**src/rtl/addr_key_seq.sv**
```systemverilog
// Read-access key sequencer: a window of read strobes carries key nibbles that unlock
// a response LFSR, which then answers each qualified read with one registered bit.
module addr_key_seq #(
  parameter int                 STATE_W   = 6,
  parameter int                 NUM_KEYS  = 4,
  parameter logic [31:0]        KEY_SEQ   = 32'h0000_A5C3,
  parameter logic [1:0]         WIN_BASE  = 2'b01,
  parameter logic [STATE_W-1:0] LFSR_SEED = 6'h2D,
  parameter logic [STATE_W-1:0] LFSR_TAPS = 6'h30
) (
  input  logic        clk,
  input  logic        rst_n,
  input  logic        sel_n,
  input  logic [13:0] ba,
  input  logic        br_w,
  input  logic        strobe,
  output logic        sdrd,
  output logic        sdrd_oe,
  output logic        unlocked,
  output logic [2:0]  key_idx
);

  typedef enum logic [1:0] {
    S_LOCKED,
    S_MATCHING,
    S_UNLOCKED
  } state_t;

  localparam logic [3:0] NUM_KEYS_C = 4'(NUM_KEYS);

  state_t               state_q, state_d;
  logic [3:0]           cnt_q, cnt_d;
  logic [STATE_W-1:0]   lfsr_q, lfsr_d;
  logic [STATE_W-1:0]   lfsr_raw, lfsr_shift;
  logic                 sdrd_q, sdrd_d;
  logic                 qual, qual_d, step;
  logic [3:0]           nib;
  logic                 unused_ba;

  function automatic logic [3:0] key_nib(input logic [3:0] i);
    return 4'(KEY_SEQ >> {i, 2'b00});
  endfunction

  // Nibble repeated across the LFSR width; equals {nib, nib} truncated for widths up to 8.
  function automatic logic [STATE_W-1:0] nib_pattern(input logic [3:0] n);
    logic [STATE_W-1:0] p;
    for (int i = 0; i < STATE_W; i++) p[i] = n[2'(i % 4)];
    return p;
  endfunction

  assign nib       = ba[7:4];
  assign unused_ba = ^{ba[11:8], ba[3:0]};

  assign qual    = ~sel_n & (ba[13:12] == WIN_BASE) & br_w & strobe;
  assign step    = qual & ~qual_d;
  assign sdrd_oe = qual & qual_d;

  // A zero LFSR would never leave zero again, so reseed instead.
  assign lfsr_raw   = {lfsr_q[STATE_W-2:0], ^(lfsr_q & LFSR_TAPS) ^ nib[0]};
  assign lfsr_shift = (lfsr_raw == '0) ? LFSR_SEED : lfsr_raw;

  always_comb begin
    state_d = state_q;
    cnt_d   = cnt_q;
    lfsr_d  = lfsr_q;
    sdrd_d  = sdrd_q;
    if (step) begin
      sdrd_d = 1'b0;
      unique case (state_q)
        S_LOCKED: begin
          if (nib == key_nib(4'd0)) begin
            cnt_d = 4'd1;
            if (NUM_KEYS > 1) begin
              state_d = S_MATCHING;
            end else begin
              state_d = S_UNLOCKED;
              lfsr_d  = LFSR_SEED;
            end
          end else begin
            cnt_d = 4'd0;
          end
        end
        S_MATCHING: begin
          if (nib == key_nib(cnt_q)) begin
            cnt_d = cnt_q + 4'd1;
            if ((cnt_q + 4'd1) == NUM_KEYS_C) begin
              state_d = S_UNLOCKED;
              lfsr_d  = LFSR_SEED;
            end
          end else if (nib == key_nib(4'd0)) begin
            cnt_d = 4'd1;
          end else begin
            state_d = S_LOCKED;
            cnt_d   = 4'd0;
          end
        end
        S_UNLOCKED: begin
          if (nib == 4'hF) begin
            state_d = S_LOCKED;
            cnt_d   = 4'd0;
          end else begin
            lfsr_d = lfsr_shift;
            sdrd_d = ^(lfsr_shift & nib_pattern(nib));
          end
        end
        default: begin
          state_d = S_LOCKED;
          cnt_d   = 4'd0;
        end
      endcase
    end
  end

  // qual_d only clears when the strobe drops, so non-qualifying cycles mid-access cannot re-arm a step.
  always_ff @(posedge clk) begin
    if (!rst_n) begin
      state_q <= S_LOCKED;
      cnt_q   <= 4'd0;
      lfsr_q  <= LFSR_SEED;
      sdrd_q  <= 1'b0;
      qual_d  <= 1'b0;
    end else begin
      state_q <= state_d;
      cnt_q   <= cnt_d;
      lfsr_q  <= lfsr_d;
      sdrd_q  <= sdrd_d;
      if (!strobe)   qual_d <= 1'b0;
      else if (qual) qual_d <= 1'b1;
    end
  end

  assign sdrd     = sdrd_q;
  assign unlocked = (state_q == S_UNLOCKED);
  assign key_idx  = cnt_q[2:0];

endmodule

```
**config.mk**
```make
export PLATFORM = sky130hd
export DESIGN_NAME = addr_key_seq
export DESIGN_NICKNAME = d
export VERILOG_FILES = /design/src/rtl/addr_key_seq.sv
export SDC_FILE = /design/constraint.sdc
export NUM_CORES = 1
export LEC_CHECK = 0
export BUFFER_PORTS_ARGS = -buffer_cell sky130_fd_sc_hd__buf_2
export CAP_MARGIN = 20
export CELL_PAD_IN_SITES_DETAIL_PLACEMENT = 0
export CELL_PAD_IN_SITES_GLOBAL_PLACEMENT = 2
export CORE_MARGIN = 2
export CORE_UTILIZATION = 26
export CTS_CLUSTER_DIAMETER = 60
export DETAILED_ROUTE_END_ITERATION = 16
export PLACE_DENSITY = 0.77
export SYNTH_ARGS = -nofsm -noshare
export SYNTH_HDL_FRONTEND = slang
export SYNTH_SLANG_ARGS = --single-unit
```
**constraint.sdc**
```tcl
create_clock -name clk -period 1.9 [get_ports clk]
set_clock_uncertainty 0.2 [all_clocks]
set_input_delay 0.285 -clock clk [delete_from_list [all_inputs] [get_ports clk]]
set_output_delay 0.285 -clock clk [all_outputs]
set_load 0.1 [all_outputs]
```
==> results of run 1 <==
## sequential cells by signal (all words and copies together), names as in the netlist
register  cells
cnt_q         4
state_q       2
qual_d        1
sdrd          1
lfsr_q        6
## final timing paths
kind	startpoint	endpoint	slack [ns]	cells past startpoint
setup / recovery	cnt_q[2]	lfsr_q[2]	-0.07	6
hold / removal	strobe	qual_d	0.07	3
setup reg to reg	cnt_q[2]	lfsr_q[2]	-0.07	6
hold reg to reg	sdrd	sdrd	0.28	2
## per-layer routing
metal  vias to the layer above  wire length (um)  track usage [%]
met5                         -                 0                0
met4                         0                38             3.46
met3                         6                73             3.82
met2                        16              1260             22.8
met1                       470              1040             14.3
li1                        513                 -                -
## cells in the mapped netlist, types with 2 or more instances
| master | n | share of area [%] |
|---|---|---|
| sky130_fd_sc_hd__nand2_1 | 15 | 5.9 |
| sky130_fd_sc_hd__dfxtp_1 | 14 | 30 |
| sky130_fd_sc_hd__nor2_1 | 10 | 4.0 |
| sky130_fd_sc_hd__nand3_1 | 9 | 4.7 |
| sky130_fd_sc_hd__nor3_1 | 7 | 3.7 |
| sky130_fd_sc_hd__mux2i_1 | 5 | 5.3 |
| sky130_fd_sc_hd__o21ai_0 | 5 | 2.6 |
| sky130_fd_sc_hd__a21oi_1 | 4 | 2.1 |
| sky130_fd_sc_hd__clkbuf_1 | 4 | 1.6 |
| sky130_fd_sc_hd__a31oi_1 | 3 | 2.0 |
| sky130_fd_sc_hd__buf_4 | 3 | 2.4 |
| sky130_fd_sc_hd__nand2b_1 | 3 | 2.0 |
| sky130_fd_sc_hd__nand3b_1 | 3 | 2.4 |
| sky130_fd_sc_hd__or3_1 | 3 | 2.0 |
| sky130_fd_sc_hd__xor2_1 | 3 | 2.8 |
| sky130_fd_sc_hd__nand4_1 | 2 | 1.3 |
| sky130_fd_sc_hd__nor2b_1 | 2 | 1.3 |
| sky130_fd_sc_hd__nor3b_1 | 2 | 1.6 |
## placed cells by master (no fill, tap or decap), types with 4 or more instances in the layout
master and n:
sky130_fd_sc_hd__mux2i_1 5, sky130_fd_sc_hd__dfxtp_1 11, sky130_fd_sc_hd__nor3_1 7, sky130_fd_sc_hd__buf_2 14
sky130_fd_sc_hd__buf_4 23, sky130_fd_sc_hd__nor2_1 10, sky130_fd_sc_hd__nand2_1 15, sky130_fd_sc_hd__a21oi_1 4
sky130_fd_sc_hd__nand3_1 9, sky130_fd_sc_hd__o21ai_0 4
## through the flow
stage | utilization, % | power (uW)
2_1_floorplan | - | 330
3_3_place_gp | 36.2 | 364
3_5_place_dp | 36.2 | 366
4_1_cts | 38.5 | 588
5_1_grt | 38.6 | 605
6_report | 38.6 | 580
## tightest hold or removal path, cell delays in order
cell                     delay (ns)
sky130_fd_sc_hd__buf_2         0.10
sky130_fd_sc_hd__inv_1         0.07
sky130_fd_sc_hd__nor3_1        0.05
## power groups by stage
stage | registers [uW] | logic (uW) | clock network, uW
3_5_place_dp | 302 | 64.0 | 0
6_report | 295 | 65.8 | 219
4_1_cts | 295 | 65.9 | 227
5_1_grt | 295 | 73.1 | 237
2_1_floorplan | 302 | 28.1 | 0
3_3_place_gp | 302 | 62.8 | 0
## cell families (layout without fill, tap and decap cells)
| kind of cell | after synthesis | after routing | share of synthesized area, % |
|---|---|---|---|
| xor gates and xnor gates | 4 | 4 | 3.69 |
| DFF | 14 | 14 | 29.5 |
| adders and majority gates | 1 | 1 | 1.32 |
| AOI/OAI and AO/OA | 21 | 21 | 17.8 |
| and+or+nand+nor | 66 | 66 | 37.3 |
| buffers and inverters | 10 | 46 | 5.14 |
| muxes | 5 | 5 | 5.27 |
## layout make-up
cell class,instances,area (um2)
Tap cell,46,57.6
Fill cell,359,2100
Clock buffer,4,36.3
Timing Repair Buffer,40,294
Inverter,2,7.51
Multi-Input combinational cell,97,639
Sequential cell,14,284
## timing repair
item / 4_1_cts / 5_1_grt
pin swaps: 9 / 2
setup endpoints to repair: 10 / 13
resized for setup: 5 / 1
buffers inserted: 3 / 0
==> implementation parameters, run 1 <==
Parameter                              Value

Outcome
  Status    finished, violations left
  Violated checks    setup timing

Logic synthesis
  Yosys cell types    42
  Post-synthesis sequential area ratio    about 30%
  Yosys reg bits    14
  Average size of a mapped cell    around 8 um2
  Synthesis warning total    0
  Number of flops mapped to enable cells by yosys    0
  FFs w/ async S/R, synth    0%
  Most instantiated flip-flop cell in the synthesis netlist    sky130_fd_sc_hd__dfxtp_1
  Netlist Area Pre-Place    about 950 um2
  Mapped Nets    141
  Cell count after synthesis    121

Clock network
  Number of buffers added to fix hold violations after cts    0
  Clock tree from TritonCTS    yes
  Reg clk slew, reported paths    0.09 ns
  Clk_lat worst skew    between 0.2 and 0.3 ns
  Number of clock buffers inserted by TritonCTS    3
  Clock Tree Buf Depth    2
  Htree depth    1
  CTS root buffer    sky130_fd_sc_hd__clkbuf_4
  Clock Sinks    14

Drt
  DRT Pass-1 Iters    5
  WL final    approximately 2400 um
  Starting DRT DRC Count    35
  Mean number of vias per cell    a little under 5
  Post-route DRC violation count    0
  Average wire length per cell after detail routing    11.9 um
  Via count    between 1000 and 1500
  Count of nets left with antenna violations after detail routing    0

Final layout
  Layout Area Growth over Synthesis    38.9%
  Post-route standard cell area excluding fillers    around 1300 um2
  Fraction of layout cells with a size suffix above 1    33.8%
  Net total in the final layout    approximately 180
  Post-layout instance count excluding filler cells    just over 200
  Antenna diode instance count    0

Power
  Standby leakage power    around 0.00053 uW
  Internal power    approximately 440 uW
  Share of total power in sequential cells    a little over 50%
  Part of the total power dissipated in combinational logic    roughly 11%
  Power density over cell area    between 400 and 500 nW/um2
  Switching part of the total power    23.7%
  Switching power    between 100 and 150 uW
  Maximum vdd ir drop    226 uV
  Clock network fraction of total power    37.8%

Worst setup path
  Master of the slowest instance on the critical path    sky130_fd_sc_hd__or3_1
  Required time at the worst-slack endpoint    around 1.9 ns
  Critical path capture point type    flip-flop
  List of cells traversed by the critical path    or3_1, a211o_1, a2111oi_4, buf_4, nor2_4, mux2i_1
  Worst Path Arrival    1.95 ns
  Type of element launching the critical path    flip-flop
  CP Max Fanout    5
  Worst Path Class, Setup    flip-flop to flip-flop
  Worst path top cell family by delay    compound AO/OA/AOI/OAI gates
  CP Buf/Inv Count    1
  Largest stage delay on the critical path    approximately 0.36 ns

Timing
  Total negative slack    -0.597 ns
  Worst hold slack across all endpoints    around 0.071 ns
  Timing-limited maximum frequency    roughly 0.51 GHz
  Fin. Hold Viols    0
  Measured slew at the worst slew-check pin    between 0.4 and 0.5 ns
  Ratio of final minimum period to clock period    104%
  Final Max Slew Viols    0
  Post-layout worst setup margin    -0.0734 ns
  RSZ-0062 raised after global routing    yes
  Final setup viols    11
  Post-layout min period    a little under 2 ns
  Worst-case headroom to the max-slew limit    67.9%

Floorplan
  Initial standard-cell utilization of the core    ~28%
  Die area    between 4000 and 5000 um2
  Placeable Area    around 3400 um2
  Floorplan die height    64.4 um
  Number of top-level pins    25
  Horiz. Die Dim    around 64 um
  Num rows    21

Place
  Number of buffer cells added on primary ports    16
  Cell Area, Placed    around 1200 um2
  Cell total after placement    approximately 200
  Worst slack after detailed placement    -0.264 ns
  Sum of net half-perimeters after detailed placement    1960 um
  Gpl congestion    0.772

Hold path
  Class of the worst hold path    input pin to flip-flop

Global route
  Sum of overflow across all layers after global routing    0
  Largest net degree at the start of global routing    10
  Number of antenna violations at the first check in global routing    0
  Number of global-route vias before repair    ~970
  Global-route wire length before repair    just over 4000 um
  Total routing usage reported by global routing    about an eighth

Run
  Count of maximum capacitance violations    0
Power figures use the tool's default switching activity.
==> inputs of run 2 (changes only) <==
--- a/config.mk
+++ b/config.mk
@@ -6,13 +6,14 @@
 export NUM_CORES = 1
 export LEC_CHECK = 0
-export BUFFER_PORTS_ARGS = -buffer_cell sky130_fd_sc_hd__buf_2
 export CAP_MARGIN = 20
 export CELL_PAD_IN_SITES_DETAIL_PLACEMENT = 0
 export CELL_PAD_IN_SITES_GLOBAL_PLACEMENT = 2
 export CORE_MARGIN = 2
-export CORE_UTILIZATION = 26
+export CORE_UTILIZATION = 31
 export CTS_CLUSTER_DIAMETER = 60
 export DETAILED_ROUTE_END_ITERATION = 16
-export PLACE_DENSITY = 0.77
+export DONT_BUFFER_PORTS = 1
+export GPL_TIMING_DRIVEN = 0
+export PLACE_DENSITY = 0.76
 export SYNTH_ARGS = -nofsm -noshare
 export SYNTH_HDL_FRONTEND = slang
==> constraint.sdc (replaced) <==
create_clock -name clk -period 1.9 [get_ports clk]
set_clock_uncertainty 0.2 [all_clocks]
set_input_delay 0.38 -clock clk [delete_from_list [all_inputs] [get_ports clk]]
set_output_delay 0.38 -clock clk [all_outputs]
set_load 0.1 [all_outputs]
==> implementation parameters, run 2 (synthesis gave the netlist of run 1 again) <==
Parameter                              Value

Timing
  Total negative slack    -0.927 ns (-0.330 ns)
  Ratio of final minimum period to clock period    106% (+2.0 points)
  Final setup viols    12 (+1)
  Worst-case headroom to the max-slew limit    35.2% (-33 points)
  Final Max Slew Viols    0 (unchanged)
  Timing-limited maximum frequency    0.497 GHz (-1.9%)
  Post-layout worst setup margin    -0.111 ns (-0.0381 ns)
  Post-layout min period    2.01 ns (+0.0381 ns)
  Fin. Hold Viols    0 (unchanged)
  Worst hold slack across all endpoints    0.0523 ns (-0.0187 ns)
  RSZ-0062 raised after global routing    yes
  Measured slew at the worst slew-check pin    0.971 ns (+0.487 ns)

Power
  Maximum vdd ir drop    248 uV (+9.7%)
  Overall power consumption    500 uW (-14%)
  Switching part of the total power    24.2% (+0.51 points)
  Standby leakage power    0.000394 uW (-26%)
  Clock network fraction of total power    34.0% (-3.8 points)
  Switching power    121 uW (-12%)
  Internal power    379 uW (-14%)
  Part of the total power dissipated in combinational logic    8.0% (-3.4 points)
  Power density over cell area    439 nW/um2 (-0.15%)
  Share of total power in sequential cells    58.1% (+7.3 points)

Outcome
  Status    finished, violations left
  Violated checks    setup timing

Global route
  Number of global-route vias before repair    852 (-12%)
  Number of antenna violations at the first check in global routing    0 (unchanged)
  Largest net degree at the start of global routing    11 (+1)
  Met2 Use GR    26.7% (+3.9 points)
  Busiest metal layer after global routing    met2
  Total routing usage reported by global routing    15.4% (+2.9 points)
  Global-route wire length before repair    4040 um (-2.6%)
  Sum of overflow across all layers after global routing    0 (unchanged)
  Met1 capacity usage during global routing    18.6% (+4.3 points)
  Routing usage on met3    4.59% (+0.77 points)

Hold path
  Class of the worst hold path    input pin to flip-flop

Floorplan
  Placeable Area    2980 um2 (-13%)
  Floorplan die height    59.4 um (-7.9%)
  Num rows    20 (-4.8%)
  Die area    3520 um2 (-15%)
  Initial standard-cell utilization of the core    31.9% (+4.1 points)
  Number of top-level pins    25 (unchanged)
  Horiz. Die Dim    59.4 um (-7.9%)

Place
  Worst slack after detailed placement    -0.276 ns (-0.0115 ns)
  Sum of net half-perimeters after detailed placement    1730 um (-11%)
  Number of buffer cells added on primary ports    0 (-16)
  Gpl congestion    0.756 (-2.0%)

Final layout
  Antenna diode instance count    0 (unchanged)
  Most frequent cells in the layout    sky130_fd_sc_hd__nand2_1 (15), sky130_fd_sc_hd__dfxtp_1 (11), sky130_fd_sc_hd__nor2_1 (10), sky130_fd_sc_hd__buf_4 (10), sky130_fd_sc_hd__nand3_1 (9)
  Fraction of layout cells with a size suffix above 1    20.5% (-13 points)
  Leading registers by flop count    lfsr_q x6, cnt_q x4, state_q x2
  Utilization after layout    38.3% (-0.33 points)
  Most common cell after layout, fill and taps aside    sky130_fd_sc_hd__nand2_1
  Most flop-heavy register    lfsr_q
  Max reg flops    6 (unchanged)
  Net total in the final layout    154 (-13%)
  Layout Area Growth over Synthesis    20.0%

Worst setup path
  Master of the slowest instance on the critical path    sky130_fd_sc_hd__or3b_1
  List of cells traversed by the critical path    or3b_1, a211o_1, a2111oi_4, buf_4, nor2_4, mux2i_1
  Worst path top cell family by delay    compound AO/OA/AOI/OAI gates
  Required time at the worst-slack endpoint    1.87 ns (about the same)
  CP Max Fanout    5 (unchanged)
  Worst Path Class, Setup    flip-flop to flip-flop
  CP Buf/Inv Count    1 (unchanged)
  Type of element launching the critical path    flip-flop
  Worst Path Arrival    1.98 ns (+0.03 ns)
  Largest stage delay on the critical path    0.36 ns (about the same)
  Critical path capture point type    flip-flop

Clock network
  Number of clock buffers inserted by TritonCTS    3 (unchanged)
  Clock Sinks    14 (unchanged)
  Clock tree from TritonCTS    yes
  Clock Tree Buf Depth    2 (unchanged)
  Clk_lat worst skew    0.28 ns (about the same)
  Htree depth    1 (unchanged)
  Reg clk slew, reported paths    0.08 ns (about the same)
  CTS root buffer    sky130_fd_sc_hd__clkbuf_4
  Number of buffers added to fix hold violations after cts    0 (unchanged)

Drt
  Starting DRT DRC Count    29 (-17%)
  Post-route DRC violation count    0 (unchanged)
  Average wire length per cell after detail routing    14.8 um (+25%)
  DRT Pass-1 Iters    4 (-1)
  Count of nets left with antenna violations after detail routing    0 (unchanged)
  Mean number of vias per cell    5.44 (+9.9%)
  Via count    898 (-11%)
  WL final    2450 um (+1.6%)

Run
  Count of maximum capacitance violations    0 (unchanged)
[run 2: cell count changes in the layout (fill, tap and decap cells not counted), sizes merged]
cell and change:
buf -28, clkbuf +3
[run 2: metrics by stage]
step	instances	area [um2]
6_report	165	1140
5_1_grt	165	1140
4_1_cts	162	1100
3_5_place_dp	154	996
3_3_place_gp	154	996
2_1_floorplan	121	955
[run 2: layout make-up]
| cell class | count | area [um2] |
|---|---|---|
| Sequential cell | 14 | 292 |
| Buffer | 8 | 51.3 |
| Clock buffer | 3 | 22.5 |
| Multi-Input combinational cell | 97 | 662 |
| Tap cell | 33 | 41.3 |
| Fill cell | 319 | 1840 |
| Inverter | 2 | 7.51 |
| Timing Repair Buffer | 8 | 63.8 |
[run 2: repair_timing]
action / CTS / global route
pin swaps: 14 / 6
resized for setup: 12 / 4
cloned: 0 / 0
setup buffers: 5 / 3
setup endpoints to repair: 12 / 13
[run 2: power by group through the flow]
stage / clock network, uW / logic, uW / registers [uW]
6_report: 170 / 39.8 / 291
5_1_grt: 188 / 44.2 / 291
4_1_cts: 180 / 38.4 / 291
3_5_place_dp: 0 / 34.9 / 302
3_3_place_gp: 0 / 34.9 / 302
2_1_floorplan: 0 / 28.1 / 302
[run 2: path summary, 6_finish.rpt]
check,from,end,slack (ns),depth (start not counted)
max reg2reg,cnt_q[1],lfsr_q[5],-0.11,6
min reg2reg,state_q[1],state_q[1],0.29,2
min,strobe,qual_d,0.05,2
max,cnt_q[1],lfsr_q[5],-0.11,6
[run 2: layer usage]
| layer | up-vias | wire length (um) |
|---|---|---|
| met5 | - | 0 |
| met4 | 0 | 17 |
| met3 | 2 | 63 |
| met2 | 6 | 1280 |
| met1 | 431 | 1090 |
| li1 | 459 | - |
==> inputs of run 3 (changes only) <==
CORE_UTILIZATION = 34   (was 31)
PLACE_DENSITY = 0.79   (was 0.76)
clock period = 2.3 ns   (was 1.9 ns; I/O delays follow)
==> implementation parameters, run 3 (synthesis gave the netlist of run 1 again) <==
Parameter                              Value

Hold path
  Class of the worst hold path    input pin to flip-flop

Floorplan
  Floorplan die height    56.9 um (-4.2%)
  Placeable Area    2710 um2 (-9.0%)
  Num rows    19 (-5.0%)
  Number of top-level pins    25 (unchanged)
  Horiz. Die Dim    56.9 um (-4.2%)
  Initial standard-cell utilization of the core    35.0% (+3.2 points)
  Die area    3230 um2 (-8.2%)

Clock network
  Clock Sinks    14 (unchanged)
  Number of buffers added to fix hold violations after cts    0 (unchanged)
  Htree depth    1 (unchanged)
  CTS root buffer    sky130_fd_sc_hd__clkbuf_4
  Clock Tree Buf Depth    2 (unchanged)
  Clk_lat worst skew    0.29 ns (about the same)
  Reg clk slew, reported paths    0.09 ns (about the same)
  Number of clock buffers inserted by TritonCTS    3 (unchanged)
  Clock tree from TritonCTS    yes

Final layout
  Leading registers by flop count    lfsr_q x6, cnt_q x4, state_q x2
  Most flop-heavy register    lfsr_q
  Net total in the final layout    146 (-5.2%)
  Utilization after layout    37.9% (-0.37 points)
  Most common cell after layout, fill and taps aside    sky130_fd_sc_hd__nand2_1
  Fraction of layout cells with a size suffix above 1    10.4% (-10 points)
  Most frequent cells in the layout    sky130_fd_sc_hd__nand2_1 (15), sky130_fd_sc_hd__dfxtp_1 (14), sky130_fd_sc_hd__nor2_1 (10), sky130_fd_sc_hd__nand3_1 (9), sky130_fd_sc_hd__nor3_1 (7)
  Antenna diode instance count    0 (unchanged)
  Post-layout instance count excluding filler cells    156 (-5.5%)
  Layout Area Growth over Synthesis    8.17%
  Max reg flops    6 (unchanged)

Global route
  Number of antenna violations at the first check in global routing    0 (unchanged)
  Largest net degree at the start of global routing    11 (unchanged)
  Number of global-route vias before repair    769 (-9.7%)
  Total routing usage reported by global routing    13.7% (-1.8 points)
  Global-route wire length before repair    3440 um (-15%)
  Sum of overflow across all layers after global routing    0 (unchanged)

Timing
  Worst-case headroom to the max-slew limit    36.3% (+1.1 points)
  Ratio of final minimum period to clock period    95.0% (-11 points)
  Post-layout min period    2.18 ns (+0.173 ns)
  Measured slew at the worst slew-check pin    0.954 ns (-0.0171 ns)
  RSZ-0062 raised after global routing    no
  Final setup viols    0 (-12)
  Final Max Slew Viols    0 (unchanged)
  Fin. Hold Viols    0 (unchanged)
  Timing-limited maximum frequency    0.458 GHz (-7.9%)
  Worst hold slack across all endpoints    0.128 ns (+0.0761 ns)

Worst setup path
  List of cells traversed by the critical path    or3b_1, a211o_1, a2111oi_4, nor2_2, mux2i_1
  Required time at the worst-slack endpoint    2.28 ns (+0.41 ns)
  Worst Path Class, Setup    flip-flop to flip-flop
  Worst path top cell family by delay    compound AO/OA/AOI/OAI gates
  CP Buf/Inv Count    0 (-1)
  Master of the slowest instance on the critical path    sky130_fd_sc_hd__or3b_1
  Type of element launching the critical path    flip-flop
  Critical path capture point type    flip-flop
  CP Max Fanout    8 (+3)
  Largest stage delay on the critical path    0.41 ns (+0.05 ns)
  Worst Path Arrival    2.16 ns (+0.18 ns)

Power
  Switching part of the total power    23.9% (-0.29 points)
  Switching power    110 uW (-9.1%)
  Clock network fraction of total power    41.0% (+7.0 points)
  Share of total power in sequential cells    53.0% (-5.1 points)
  Standby leakage power    0.000351 uW (-11%)
  Maximum vdd ir drop    275 uV (+11%)
  Internal power    350 uW (-7.7%)
  Power density over cell area    448 nW/um2 (+2.1%)
  Part of the total power dissipated in combinational logic    6.0% (-2.0 points)

Drt
  Via count    880 (-2.0%)
  Count of nets left with antenna violations after detail routing    0 (unchanged)
  WL final    2040 um (-17%)
  Post-route DRC violation count    0 (unchanged)
  Average wire length per cell after detail routing    13.1 um (-12%)
  Starting DRT DRC Count    33 (+14%)
  DRT Pass-1 Iters    4 (unchanged)
  Mean number of vias per cell    5.64 (+3.6%)

Place
  Cell total after placement    152 (-1.3%)
  Gpl congestion    0.778 (+2.9%)
  Number of buffer cells added on primary ports    0 (unchanged)
  Sum of net half-perimeters after detailed placement    1550 um (-11%)

Outcome
  Status    completed

Run
  Count of maximum capacitance violations    0 (unchanged)
[run 3: power groups by stage]
stage / registers [uW] / clock network, uW / logic [uW]
global route: 244 / 206 / 30.8
floorplan: 249 / 0 / 23.2
detailed placement: 249 / 0 / 27.7
finish: 244 / 189 / 27.5
CTS: 244 / 196 / 27.9
global placement: 249 / 0 / 27.9
[run 3: layout make-up]
| type | count | area (um2) |
|---|---|---|
| Fill cell | 294 | 1680 |
| Multi-Input combinational cell | 97 | 622 |
| Sequential cell | 14 | 280 |
| Buffer | 8 | 42.5 |
| Tap cell | 31 | 38.8 |
| Clock buffer | 4 | 36.3 |
| Inverter | 2 | 7.51 |
[run 3: per-stage QoR]
step           total power (uW)  instance area [um2]  TNS (ns)  setup WS [ns]
5_1_grt                     481                 1030         0         0.0200
6_report                    460                 1030         0          0.116
3_5_place_dp                277                  990  -0.00156       -0.00156
3_3_place_gp                277                  990         0         0.0231
4_1_cts                     468                 1030         0          0.115
2_1_floorplan               272                  951         0         0.0541
[run 3: final timing paths]
| path | startpoint | to | cells after the start | slack (ns) |
|---|---|---|---|---|
| max reg2reg | cnt_q[1] | lfsr_q[3] | 5 | 0.12 |
| max | cnt_q[1] | lfsr_q[3] | 5 | 0.12 |
| min | strobe | qual_d | 2 | 0.13 |
| min reg2reg | state_q[1] | state_q[1] | 2 | 0.29 |
[run 3: what timing repair did]
item                                    4_1_cts  5_1_grt
endpoints found under the setup margin        1        0
resized for setup                             1        0
setup buffers                                 0        0
[run 3: worst register-to-register path, cell delays in order, from the launching register on]
cell and delay, ns:
sky130_fd_sc_hd__dfxtp_1 0.40, sky130_fd_sc_hd__or3b_1 0.41, sky130_fd_sc_hd__a211o_1 0.37, sky130_fd_sc_hd__a2111oi_4 0.38, sky130_fd_sc_hd__nor2_2 0.16, sky130_fd_sc_hd__mux2i_1 0.15
[run 3: metal layers]
layer  up-vias  track usage [%]  share of wire [%]
met5         -                0                  0
met4         0             7.97                2.3
met3         5             2.76                6.8
met2        26             18.6                 38
met1       400             19.6                 53
li1        449                -                  -
